**src/rtl/seizure_pkg.sv**
```systemverilog
// Shared definitions for the seizure coefficient SRAM arbiter: widths, requester
// indices and return-tag bit positions.
package seizure_pkg;

    localparam int ADDR_W_DEF = 11;
    localparam int DATA_W_DEF = 72;

    typedef enum logic [1:0] {
        REQ_PC   = 2'd0,
        REQ_DCTC = 2'd1,
        REQ_LUT  = 2'd2
    } req_idx_e;

    localparam int TAG_APB  = 0;
    localparam int TAG_PC   = 1;
    localparam int TAG_DCTC = 2;
    localparam int TAG_LUT  = 3;
    localparam int TAG_W    = 4;

    function automatic req_idx_e next_req(input req_idx_e idx);
        case (idx)
            REQ_PC:   return REQ_DCTC;
            REQ_DCTC: return REQ_LUT;
            default:  return REQ_PC;
        endcase
    endfunction

    function automatic logic [2:0] req_onehot(input req_idx_e idx);
        case (idx)
            REQ_PC:   return 3'b001;
            REQ_DCTC: return 3'b010;
            default:  return 3'b100;
        endcase
    endfunction

endpackage

```
**src/rtl/seizure_rr_arb.sv**
```systemverilog
// Three-way round-robin arbiter for the core read requesters. The pointer marks
// the highest-priority requester and advances past whichever one was granted.
module seizure_rr_arb
    import seizure_pkg::*;
(
    input  logic       clk,
    input  logic       rst_n,
    input  logic [2:0] req,
    input  logic       en,
    output logic [2:0] gnt
);

    req_idx_e ptr;
    req_idx_e ptr_next;
    req_idx_e cand0;
    req_idx_e cand1;
    req_idx_e cand2;

    always_comb begin
        cand0    = ptr;
        cand1    = next_req(cand0);
        cand2    = next_req(cand1);
        gnt      = 3'b000;
        ptr_next = ptr;
        if (en) begin
            if (|(req & req_onehot(cand0))) begin
                gnt      = req_onehot(cand0);
                ptr_next = cand1;
            end else if (|(req & req_onehot(cand1))) begin
                gnt      = req_onehot(cand1);
                ptr_next = cand2;
            end else if (|(req & req_onehot(cand2))) begin
                gnt      = req_onehot(cand2);
                ptr_next = next_req(cand2);
            end
        end
    end

    always_ff @(posedge clk or negedge rst_n) begin
        if (!rst_n) begin
            ptr <= REQ_PC;
        end else begin
            ptr <= ptr_next;
        end
    end

endmodule

```
**src/rtl/seizure_mem_arb.sv**
```systemverilog
// Shares the single-port coefficient SRAM between the APB host and the three
// core read requesters, with a bounded wait for the host while the core runs.
module seizure_mem_arb
    import seizure_pkg::*;
#(
    parameter int          ADDR_W     = ADDR_W_DEF,
    parameter int          DATA_W     = DATA_W_DEF,
    parameter int unsigned STARVE_MAX = 15
) (
    input  logic                  apb_clk,
    input  logic                  reset_n,
    input  logic                  core_active,
    input  logic                  apb_req,
    input  logic                  apb_we,
    input  logic [ADDR_W-1:0]     apb_addr,
    input  logic [DATA_W-1:0]     apb_wdata,
    output logic                  apb_gnt,
    output logic                  apb_rvalid,
    input  logic [2:0]            core_req,
    input  logic [3*ADDR_W-1:0]   core_addr,
    output logic [2:0]            core_gnt,
    output logic [2:0]            core_rvalid,
    output logic [DATA_W-1:0]     rdata,
    output logic                  mem_en,
    output logic                  mem_we,
    output logic [ADDR_W-1:0]     mem_addr,
    output logic [DATA_W-1:0]     mem_wdata,
    input  logic [DATA_W-1:0]     mem_rdata
);

    localparam logic [7:0] STARVE_LIM = 8'(STARVE_MAX);

    logic [7:0]       starve_cnt;
    logic             starve_hit;
    logic             rr_en;
    logic [TAG_W-1:0] tag;
    logic [TAG_W-1:0] tag_next;

    // Idle host always wins; a running core yields only when it has nothing
    // pending or the host has waited its full allowance.
    assign starve_hit = (starve_cnt == STARVE_LIM);
    assign apb_gnt    = apb_req & (~core_active | ~(|core_req) | starve_hit);
    assign rr_en      = ~apb_gnt;

    seizure_rr_arb u_rr (
        .clk   (apb_clk),
        .rst_n (reset_n),
        .req   (core_req),
        .en    (rr_en),
        .gnt   (core_gnt)
    );

    assign mem_en = apb_gnt | (|core_gnt);
    assign mem_we = apb_gnt & apb_we;

    always_comb begin
        mem_addr  = '0;
        mem_wdata = '0;
        if (apb_gnt) begin
            mem_addr  = apb_addr;
            mem_wdata = apb_wdata;
        end else if (core_gnt[REQ_PC]) begin
            mem_addr = core_addr[0*ADDR_W +: ADDR_W];
        end else if (core_gnt[REQ_DCTC]) begin
            mem_addr = core_addr[1*ADDR_W +: ADDR_W];
        end else if (core_gnt[REQ_LUT]) begin
            mem_addr = core_addr[2*ADDR_W +: ADDR_W];
        end
    end

    always_ff @(posedge apb_clk or negedge reset_n) begin
        if (!reset_n) begin
            starve_cnt <= 8'd0;
        end else if (!core_active || apb_gnt) begin
            starve_cnt <= 8'd0;
        end else if (apb_req && !starve_hit) begin
            starve_cnt <= starve_cnt + 8'd1;
        end
    end

    // The tag remembers which requester owns next cycle's SRAM read data.
    always_comb begin
        tag_next           = '0;
        tag_next[TAG_APB]  = apb_gnt & ~apb_we;
        tag_next[TAG_PC]   = core_gnt[REQ_PC];
        tag_next[TAG_DCTC] = core_gnt[REQ_DCTC];
        tag_next[TAG_LUT]  = core_gnt[REQ_LUT];
    end

    always_ff @(posedge apb_clk or negedge reset_n) begin
        if (!reset_n) begin
            tag <= '0;
        end else begin
            tag <= tag_next;
        end
    end

    assign apb_rvalid  = tag[TAG_APB];
    assign core_rvalid = {tag[TAG_LUT], tag[TAG_DCTC], tag[TAG_PC]};
    assign rdata       = mem_rdata;

endmodule
```
**config.mk**
```make
export PLATFORM = sky130hd
export DESIGN_NAME = seizure_mem_arb
export DESIGN_NICKNAME = d
export VERILOG_FILES = /design/src/rtl/seizure_pkg.sv /design/src/rtl/seizure_rr_arb.sv /design/src/rtl/seizure_mem_arb.sv
export SDC_FILE = /design/constraint.sdc
export NUM_CORES = 1
export LEC_CHECK = 0
export BUFFER_PORTS_ARGS = -buffer_cell sky130_fd_sc_hd__buf_2
export CAP_MARGIN = 15
export CORE_AREA = 3 3 139 141
export CTS_BUF_LIST = sky130_fd_sc_hd__clkbuf_8 sky130_fd_sc_hd__clkbuf_16
export DETAILED_ROUTE_END_ITERATION = 8
export DIE_AREA = 0 0 142 144
export PLACE_DENSITY = 0.49
export SLEW_MARGIN = 0
export SYNTH_ARGS = -nofsm -noshare
export SYNTH_HDL_FRONTEND = slang
export SYNTH_HIERARCHICAL = 1
export SYNTH_SLANG_ARGS = --single-unit
```
**constraint.sdc**
```tcl
create_clock -name apb_clk -period 6.7 [get_ports apb_clk]
set_input_delay 1.34 -clock apb_clk [delete_from_list [all_inputs] [get_ports apb_clk]]
set_output_delay 1.34 -clock apb_clk [all_outputs]
set_load 0.01 [all_outputs]
```
# Word level (Yosys, flattened, before mapping)
# Index checks and enable logic that the tools add are counted.
# totals
reg_bits	14
latch_bits	0
mem_bits_rw	0
romBits	0
elab_cells	62
memories	0
# op_classes
add_sub_neg	1
multipliers	0
div	0
n_lt_le_gt_ge	0
n_eq_ne	4
shifts	0
muxes	26
n_bitwise	13
n_reduce_logical	15
# ops
op	count
$mux W72	1
$mux W11	4
$mux W3	10
$pmux W3 S2	3
$mux W8	2
$reduce_or A3 Y1	5
$pmux W2 S2	3
$and A3 B3 Y3	3
$add A8 B1 Y8 const B	1
$eq A8 B4 Y1 const B	1
$eq A2 B1 Y1 const B	3
$logic_not A2 Y1	3
$mux W2	3
$not A1 Y1	4
$and A1 B1 Y1	3
$or A1 B1 Y1	3
$reduce_bool A3 Y1	1
$logic_not A1 Y1	2
$reduce_and A2 Y1	1
$reduce_bool A2 Y1	1
$logic_and A1 B1 Y1	1
$logic_or A1 B1 Y1	1

# Longest topological paths before layout
# Gate-level depths: netlist of the first run.
# depth
depth_word	25
ltp_mapped	13
depth_no_buf	11

# By module
# Netlist of the first run, hierarchy kept.
# modules_own_cells
module	n_inst	cells_per_inst	area_per_inst_um2	seq_area_each_um2
seizure_mem_arb	1	252	1946.9	300.3
seizure_rr_arb	1	18	156.4	50.0

# Worst setup path before layout of the first run
# OpenSTA, ideal clock, no wires.
# synth_timing
path_type	input port to output port
startpoint	in core_req[1]
endpoint	out mem_addr[10]
arrival_ns	3.120
slack_ns	2.240
path_stages	12
cell_sequence	o31ai_1 -> a21oi_2 -> nor2b_4 -> inv_2 -> buf_6 -> nand2_1 -> nor2_1 -> nor2b_1 -> clkbuf_1 -> a22oi_1 -> o21ai_0 -> mux2_2
# synth_between
word_cells_on_any_way	19
cone_classes	mux: 8; bitwise: 7; reduce/logical: 4
# synth_lines
item	line_no	text
start: declaration	seizure_mem_arb.sv:19	input logic [2:0] core_req,
$and A3 B3 Y3 / $reduce_or A3 Y1 (equally long branches)	seizure_rr_arb.sv:32, seizure_mem_arb.sv:42	
$reduce_or A3 Y1 / $not A1 Y1 (equally long branches)	seizure_rr_arb.sv:32, seizure_mem_arb.sv:42	
$mux W3 / $or A1 B1 Y1 (equally long branches)	seizure_rr_arb.sv:32, seizure_mem_arb.sv:42	
$mux W3 / $or A1 B1 Y1 (equally long branches)	seizure_rr_arb.sv:29, seizure_mem_arb.sv:42	
$mux W3 / $and A1 B1 Y1 (equally long branches)	seizure_rr_arb.sv:26, seizure_mem_arb.sv:42	
$mux W3 (*)	seizure_rr_arb.sv:25	if (en) begin
net core_gnt[1]	seizure_mem_arb.sv:21	output logic [2:0] core_gnt,
$mux W11 (*)	seizure_mem_arb.sv:64	end else if (core_gnt[REQ_DCTC]) begin
$mux W11 (*)	seizure_mem_arb.sv:62	end else if (core_gnt[REQ_PC]) begin
$mux W11 (*)	seizure_mem_arb.sv:59	if (apb_gnt) begin
end: declaration	seizure_mem_arb.sv:26	output logic [ADDR_W-1:0] mem_addr,
# Mark *: on every way through the listed nets, which the timed path passes. The rest lies on a longest branch.

# Worst setup path in the final report of the first run
# layout_timing
startpoint	in core_req[1]
endpoint	out mem_addr[10]
# layout_between
elab_chain_len	10
word_cells_on_any_way	19
cone_classes	mux: 8; bitwise: 7; reduce/logical: 4
# layout_lines
item	line_no	text
$and A3 B3 Y3 / $reduce_or A3 Y1 (equally long branches)	seizure_rr_arb.sv:32, seizure_mem_arb.sv:42	
$reduce_or A3 Y1 / $not A1 Y1 (equally long branches)	seizure_rr_arb.sv:32, seizure_mem_arb.sv:42	
$mux W3 / $or A1 B1 Y1 (equally long branches)	seizure_rr_arb.sv:32, seizure_mem_arb.sv:42	
$mux W3 / $or A1 B1 Y1 (equally long branches)	seizure_rr_arb.sv:29, seizure_mem_arb.sv:42	
$mux W3 / $and A1 B1 Y1 (equally long branches)	seizure_rr_arb.sv:26, seizure_mem_arb.sv:42	
$mux W3	seizure_rr_arb.sv:25	
$mux W11	seizure_mem_arb.sv:66	end else if (core_gnt[REQ_LUT]) begin
$mux W11	seizure_mem_arb.sv:64	
$mux W11	seizure_mem_arb.sv:62	
$mux W11 (*)	seizure_mem_arb.sv:59	
# Every way passes the cells marked *; elsewhere a longest branch is shown, timed or not.

==> implementation parameters, run 1 <==
Parameter                              Value

Global route
  Residual overflow from global routing ... 0
  Tot GR Track Use ... 0.0793
  Pin count of the biggest net entering global routing ... 76
  Number of global-route vias before repair ... slightly above 2000
  Number of antenna violations at the first check in global routing ... 1
  Wire length of the first global-routing pass ... 12.2 mm

CTS
  TritonCTS clock tree ... yes
  Depth of the CTS H-tree ... 1
  Clk Tree Root Cell ... clkbuf_16
  # Post-CTS Setup Buffers ... 0
  Buffer levels on the longest clock path ... 2
  Count of hold-fix buffers inserted at cts ... 0
  Worst-skew pair later-pin latency ... 250 ps
  Post-cts repair resize count ... 0
  CTS Sinks ... 14
  Clock transition at path regs ... 50 ps
  Number of buffers inserted during clock tree synthesis ... 3

Routing
  Total wirelength of the detailed-routed design ... 9.47 mm
  Met2 wire length ... 4.95 mm
  Drt initial violations ... between 60 and 70
  DR vias/cell ... ~3.6
  Final ANT Viol Nets ... 0
  Detailed-router iteration count before antenna repair ... 4
  Vias ... roughly 2300
  Highest routed metal layer ... met4
  Wire length per cell ... roughly 15 um
  Total met3 wirelength after detailed routing ... around 1.2 mm
  Met1 WL ... between 3 and 4 mm
  Post-detailed-route DRC marker count ... 0

Synthesis
  Number of distinct library cells after synthesis ... 37
  Top flip-flop cell by instance count after synthesis ... dfrtp_1
  Most area-consuming cells after synthesis ... buf_4, and2_1, dfrtp_1, mux2_4, a22oi_1
  Nets in the synthesized netlist ... between 400 and 500
  YS warnings ... 6
  Cell accounting for the most synthesized area ... buf_4
  Synth cell count leaders ... and2_1, buf_4, nand2_1
  Area fraction of the dominant cell type after synthesis ... 0.261
  Mean area per synthesized cell ... 7.79 um2
  Share of the yosys chip area belonging to registers ... 0.167
  Post-Syn Area ... 0.00210 mm2
  Number of enable-type register cells in the synthesized netlist ... 0
  Fraction of registers with async set/reset ... 1.00
  Seq cells post-synth ... 14
  Synthesized instance count ... 270

Cells and area
  Number of nets in the finished design ... 604
  Synthesis-to-layout area growth ... 40.9%
  Layout cell share with drive strength beyond 1 ... 0.586
  Post-route insts no fill ... roughly 640
  Number of antenna cells inserted ... 0

Floorplanning
  Horizontal die dimension ... 142 um
  Boundary pin count ... 361
  Core area ... ~0.018 mm2
  Y dimension of the die ... 144 um
  Die outline area ... between 0.02 and 0.025 mm2
  Site Rows ... about 50
  Starting utilization of the core area ... 0.116

STA
  Fin. max-slew vios ... 0
  Unrepaired setup endpoints after global routing ... false
  Timing-limited maximum frequency ... 185 MHz
  Hold Worst Slack ... between 500 and 600 ps
  Worst Max-Slew Pin Slew ... between 800 and 900 ps
  Setup Total Neg Slack ... 0 ps
  Final worst clock skew ... 4.56 ps
  Crit share post-route ... 0.807
  Min cycle time layout ... between 5000 and 6000 ps
  Count of endpoints failing hold in the final timing report ... 0
  # setup viols final ... 0
  Headroom to the max-slew limit ... 0.410

Power and ir drop
  Sum of internal, switching and leakage power ... approximately 400 uW
  Seq pwr share ... 0.241
  Int Pwr ... roughly 270 uW
  Fraction of power consumed by the clock network ... 0.315
  Static Leakage ... ~1.7 nW
  Power density over the cells ... approximately 140 mW/mm2
  Peak ir drop on the vdd network ... approximately 0.07 mV
  Part of the total power dissipated in combinational logic ... 0.443
  Psw ... around 130 uW
  Sw frac ... 0.328

Place
  HPWL after DPL ... 8.02 mm
  GP Congestion ... ~0.71
  Count of buffers from port buffering ... ~220
  Cell count after placement ... roughly 630

Setup path
  Sort of element at the end of the critical path ... primary output
  Arrival time at the worst endpoint ... approximately 4100 ps
  Startpoint kind of the worst setup timing path ... input port
  Worst Path Max Fanout ... 18
  WS Path Type ... in2out
  Data required time at the worst endpoint ... about 5400 ps

Status
  Run status ... finished, final reports clean

Job
  Max-cap viol count ... 0

Worst hold path
  Type of the most critical hold path ... reg2reg
-- kinds of logic after synthesis --
group           synth area share
compound gates             0.102
xor+xnor                  0.0291
fa+ha+maj                0.00595
buf+inv                    0.293
flops                      0.167
mux                       0.0779
simple gates               0.326
-- worst max-delay path: stages --
cell and delay [ps]:
buf_2 130, o31ai_1 320, a21oi_2 100, nor2b_4 130, inv_2 200, nand2_1 160
nor2_1 60, buf_4 200, nor2b_1 710, a22oi_1 140, o21ai_0 250, mux2_2 190
buf_2 120
-- path summary, 6_finish.rpt --
check	slack (ps)	end	cells past startpoint	from
setup / recovery	1290	mem_addr[10]	13	core_req[1]
hold / removal	530	starve_cnt[1]	1	starve_cnt[1]
setup reg to reg	4170	tag[1]	6	starve_cnt[0]
hold reg to reg	530	starve_cnt[1]	1	starve_cnt[1]
max in group asynchronous	5460	tag[2]	1	reset_n
min in group asynchronous	990	starve_cnt[6]	1	reset_n
-- power groups by stage --
stage | logic [mW] | registers, mW | clock network (mW)
finish | 0.179 | 0.0976 | 0.127
global route | 0.201 | 0.0988 | 0.135
CTS | 0.184 | 0.0975 | 0.131
detailed placement | 0.184 | 0.0988 | 0
global placement | 0.185 | 0.0991 | 0
floorplan | 0.140 | 0.0974 | 0
-- per-stage QoR --
stage	utilization	setup slack, ps	cell area [um2]
floorplan	-	2240	2100
global placement	0.159	1350	2870
finish	0.164	1290	2960
global route	0.164	924	2960
detailed placement	0.159	1240	2870
CTS	0.164	1260	2960
-- flip-flops by register name, summed over array words and instances (netlist names) --
register,cells
u_rr/cand0,2
tag,4
starve_cnt,8
-- placed cells by master, fill, tap and decap left out, drive strengths merged, types with 4 or more instances in the layout --
cell	Yosys	routed
and2	73	73
xnor2	4	4
nor2	12	12
nor2b	5	5
nand2	15	15
a22oi	10	10
buf	75	218
o21ai	13	13
dfrtp	14	14
clkbuf	11	4
mux2	11	11
-- final cells by class --
| class | count | area, um2 |
|---|---|---|
| timing repair buffer | 218 | 1100 |
| fill | 2088 | 15100 |
| inverter | 1 | 3.75 |
| sequential | 14 | 350 |
| multi-input combinational | 169 | 1140 |
| tap | 229 | 287 |
| clock buffer | 4 | 88.8 |
-- metal layers --
metal / up-vias / global-route usage
li1: 1076 / -
met1: 972 / 0.0789
met2: 199 / 0.153
met3: 28 / 0.0274
met4: 0 / 0.0273
met5: - / 0
Power figures use the tool's default switching activity.
==> run 2: changes to the inputs <==
- CORE_AREA: 3 3 139 141 -> 3 3 140 142
- DIE_AREA: 0 0 142 144 -> 0 0 143 145
- PLACE_DENSITY: 0.49 -> 0.48
- clock period: 6.7 -> 5.57 ns (I/O delays scaled with it)
==> run 2 against run 1 <==
  * Critical path depth down 2
  * Core utilization fell by 0.36 points
  * Sequential cell count unchanged
  * Final area rose by 0.46%
  * Via count is 0.92% higher
  * Combinational power up 22%
  * Largest power group unchanged
  * Highest routed layer unchanged
==> implementation parameters, run 2 (synthesis gave the netlist of run 1 again) <==
Parameter                              Value

Routing
  Final ANT Viol Nets ... 0 (unchanged)
  Post-detailed-route DRC marker count ... 0 (unchanged)
  Total wirelength of the detailed-routed design ... 9.74 mm (+2.8%)
  Drt initial violations ... 47 (-31%)
  DR vias/cell ... 3.58 (about the same)
  Wire length per cell ... 15.2 um (+1.8%)
  Vias ... 2296 (+0.92%)
  Detailed-router iteration count before antenna repair ... 5 (+1)

STA
  # setup viols final ... 0 (unchanged)
  Worst Max-Slew Pin Slew ... 858 ps (-24.9 ps)
  Fin. max-slew vios ... 0 (unchanged)
  Final worst clock skew ... 3.26 ps (-1.30 ps)
  Hold Worst Slack ... 533 ps (+4.01 ps)
  Crit share post-route ... 0.860
  Unrepaired setup endpoints after global routing ... false
  Setup Total Neg Slack ... 0 ps (unchanged)
  Count of endpoints failing hold in the final timing report ... 0 (unchanged)
  Min cycle time layout ... ~4800 ps
  Headroom to the max-slew limit ... 0.427 (+0.0166)
  Timing-limited maximum frequency ... approximately 210 MHz

Power and ir drop
  Int Pwr ... 328 uW (+21%)
  Peak ir drop on the vdd network ... 0.0698 mV (-0.13%)
  Part of the total power dissipated in combinational logic ... 0.446 (+0.003)
  Static Leakage ... 1.68 nW (+0.31%)
  Seq pwr share ... 0.240 (about the same)
  Psw ... 161 uW (+22%)
  Power density over the cells ... 164 mW/mm2 (+20%)
  Sw frac ... 0.329 (+0.00187)
  Fraction of power consumed by the clock network ... 0.314 (about the same)

CTS
  Buffer levels on the longest clock path ... 2 (unchanged)
  Clock transition at path regs ... 50 ps (about the same)
  Post-cts repair resize count ... 0 (unchanged)
  TritonCTS clock tree ... yes
  CTS Sinks ... 14 (unchanged)
  # Post-CTS Setup Buffers ... 0 (unchanged)
  Clk Tree Root Cell ... clkbuf_16
  Worst-skew pair later-pin latency ... 240 ps (about the same)
  Number of buffers inserted during clock tree synthesis ... 3 (unchanged)
  Count of hold-fix buffers inserted at cts ... 0 (unchanged)
  Depth of the CTS H-tree ... 1 (unchanged)

Global route
  Wire length of the first global-routing pass ... 12.9 mm (+5.5%)
  Pin count of the biggest net entering global routing ... 76 (unchanged)
  Number of global-route vias before repair ... 2161 (+6.7%)
  Number of antenna violations at the first check in global routing ... 0 (-1)
  Tot GR Track Use ... 0.0825 (+0.00314)
  Residual overflow from global routing ... 0 (unchanged)

Cells and area
  Layout cell share with drive strength beyond 1 ... 0.587 (+0.00102)
  Layout fillers ... 2128 (+1.9%)
  Number of nets in the finished design ... 605 (+0.17%)
  Synthesis-to-layout area growth ... 41.5%
  Max reg flops ... 8 (unchanged)
  Number of antenna cells inserted ... 0 (unchanged)
  Most flops, register ... starve_cnt
  Leading cell type in the layout, fill and taps excluded ... buf_2
  Leading cell types in the layout, fill and taps excluded ... buf_2, and2_1, nand2_1

Floorplanning
  Y dimension of the die ... 145 um (+0.69%)
  Starting utilization of the core area ... 0.113 (-0.00309)
  Core area ... 0.0186 mm2 (+2.7%)
  Site Rows ... 50 (+2.0%)
  Die outline area ... 0.0207 mm2 (+1.4%)
  Boundary pin count ... 361 (unchanged)
  Horizontal die dimension ... 143 um (+0.70%)

Setup path
  Worst Path Max Fanout ... 18 (unchanged)
  Sort of element at the end of the critical path ... primary output
  Data required time at the worst endpoint ... 4460 ps (-900 ps)
  WS Path Type ... in2out
  Startpoint kind of the worst setup timing path ... input port
  Arrival time at the worst endpoint ... 3680 ps (-390 ps)

Worst hold path
  Type of the most critical hold path ... reg2reg

Place
  GP Congestion ... 0.766 (+8.3%)
  HPWL after DPL ... 8.34 mm (+4.0%)
  Count of buffers from port buffering ... 216 (unchanged)

Job
  Max-cap viol count ... 0 (unchanged)

Status
  Run status ... finished, final reports clean
-- run 2: metrics by stage --
| step | utilization | std cells | instance area, um2 | power, mW | setup slack [ps] |
|---|---|---|---|---|---|
| 3_3_place_gp | 0.155 | 637 | 2890 | 0.342 | 772 |
| 2_1_floorplan | - | 270 | 2100 | 0.286 | 1560 |
| 4_1_cts | 0.160 | 641 | 2980 | 0.500 | 693 |
| 6_report | 0.160 | 641 | 2980 | 0.489 | 777 |
| 3_5_place_dp | 0.155 | 637 | 2890 | 0.342 | 712 |
| 5_1_grt | 0.160 | 641 | 2980 | 0.524 | 519 |
-- run 2: cell type report --
cell class,count,area (um2),share of cell area
Clock buffer,4,88.8,0.0298
Inverter,1,3.75,0.00126
Sequential cell,14,350,0.118
Timing Repair Buffer,219,1100,0.371
Multi-Input combinational cell,169,1140,0.382
Tap cell,234,293,0.0984
-- run 2: metal layers --
layer,GRT usage,up-vias,wire length (um)
met1,0.0750,982,3080
met2,0.163,211,5050
met5,0,-,0
met4,0.0276,0,248
met3,0.0307,26,1360
li1,-,1077,-
-- run 2: critical path, stage by stage --
cell     delay (ps)
buf_2           140
o31ai_1          90
a21oi_2         210
nor2b_4          70
inv_2           360
o211a_1         340
nor2b_1         720
a22oi_1         150
o21ai_0         190
mux2_2          160
buf_2           120
-- run 2: final timing paths --
path	start	cells past startpoint	end	slack, ps
setup / recovery	core_req[2]	11	mem_addr[10]	780
hold / removal	starve_cnt[1]	1	starve_cnt[1]	530
setup reg to reg	starve_cnt[0]	8	tag[2]	3290
hold reg to reg	starve_cnt[1]	1	starve_cnt[1]	530
max in group asynchronous	reset_n	1	u_rr/cand0[1]	4540
min in group asynchronous	reset_n	1	starve_cnt[4]	770
-- run 2: power groups by stage --
stage	clock, mW	sequential [mW]	combinational (mW)
final	0.154	0.117	0.218
after global placement	0	0.119	0.223
after CTS	0.158	0.117	0.224
after global routing	0.162	0.119	0.243
after floorplan	0	0.117	0.168
after detailed placement	0	0.119	0.223
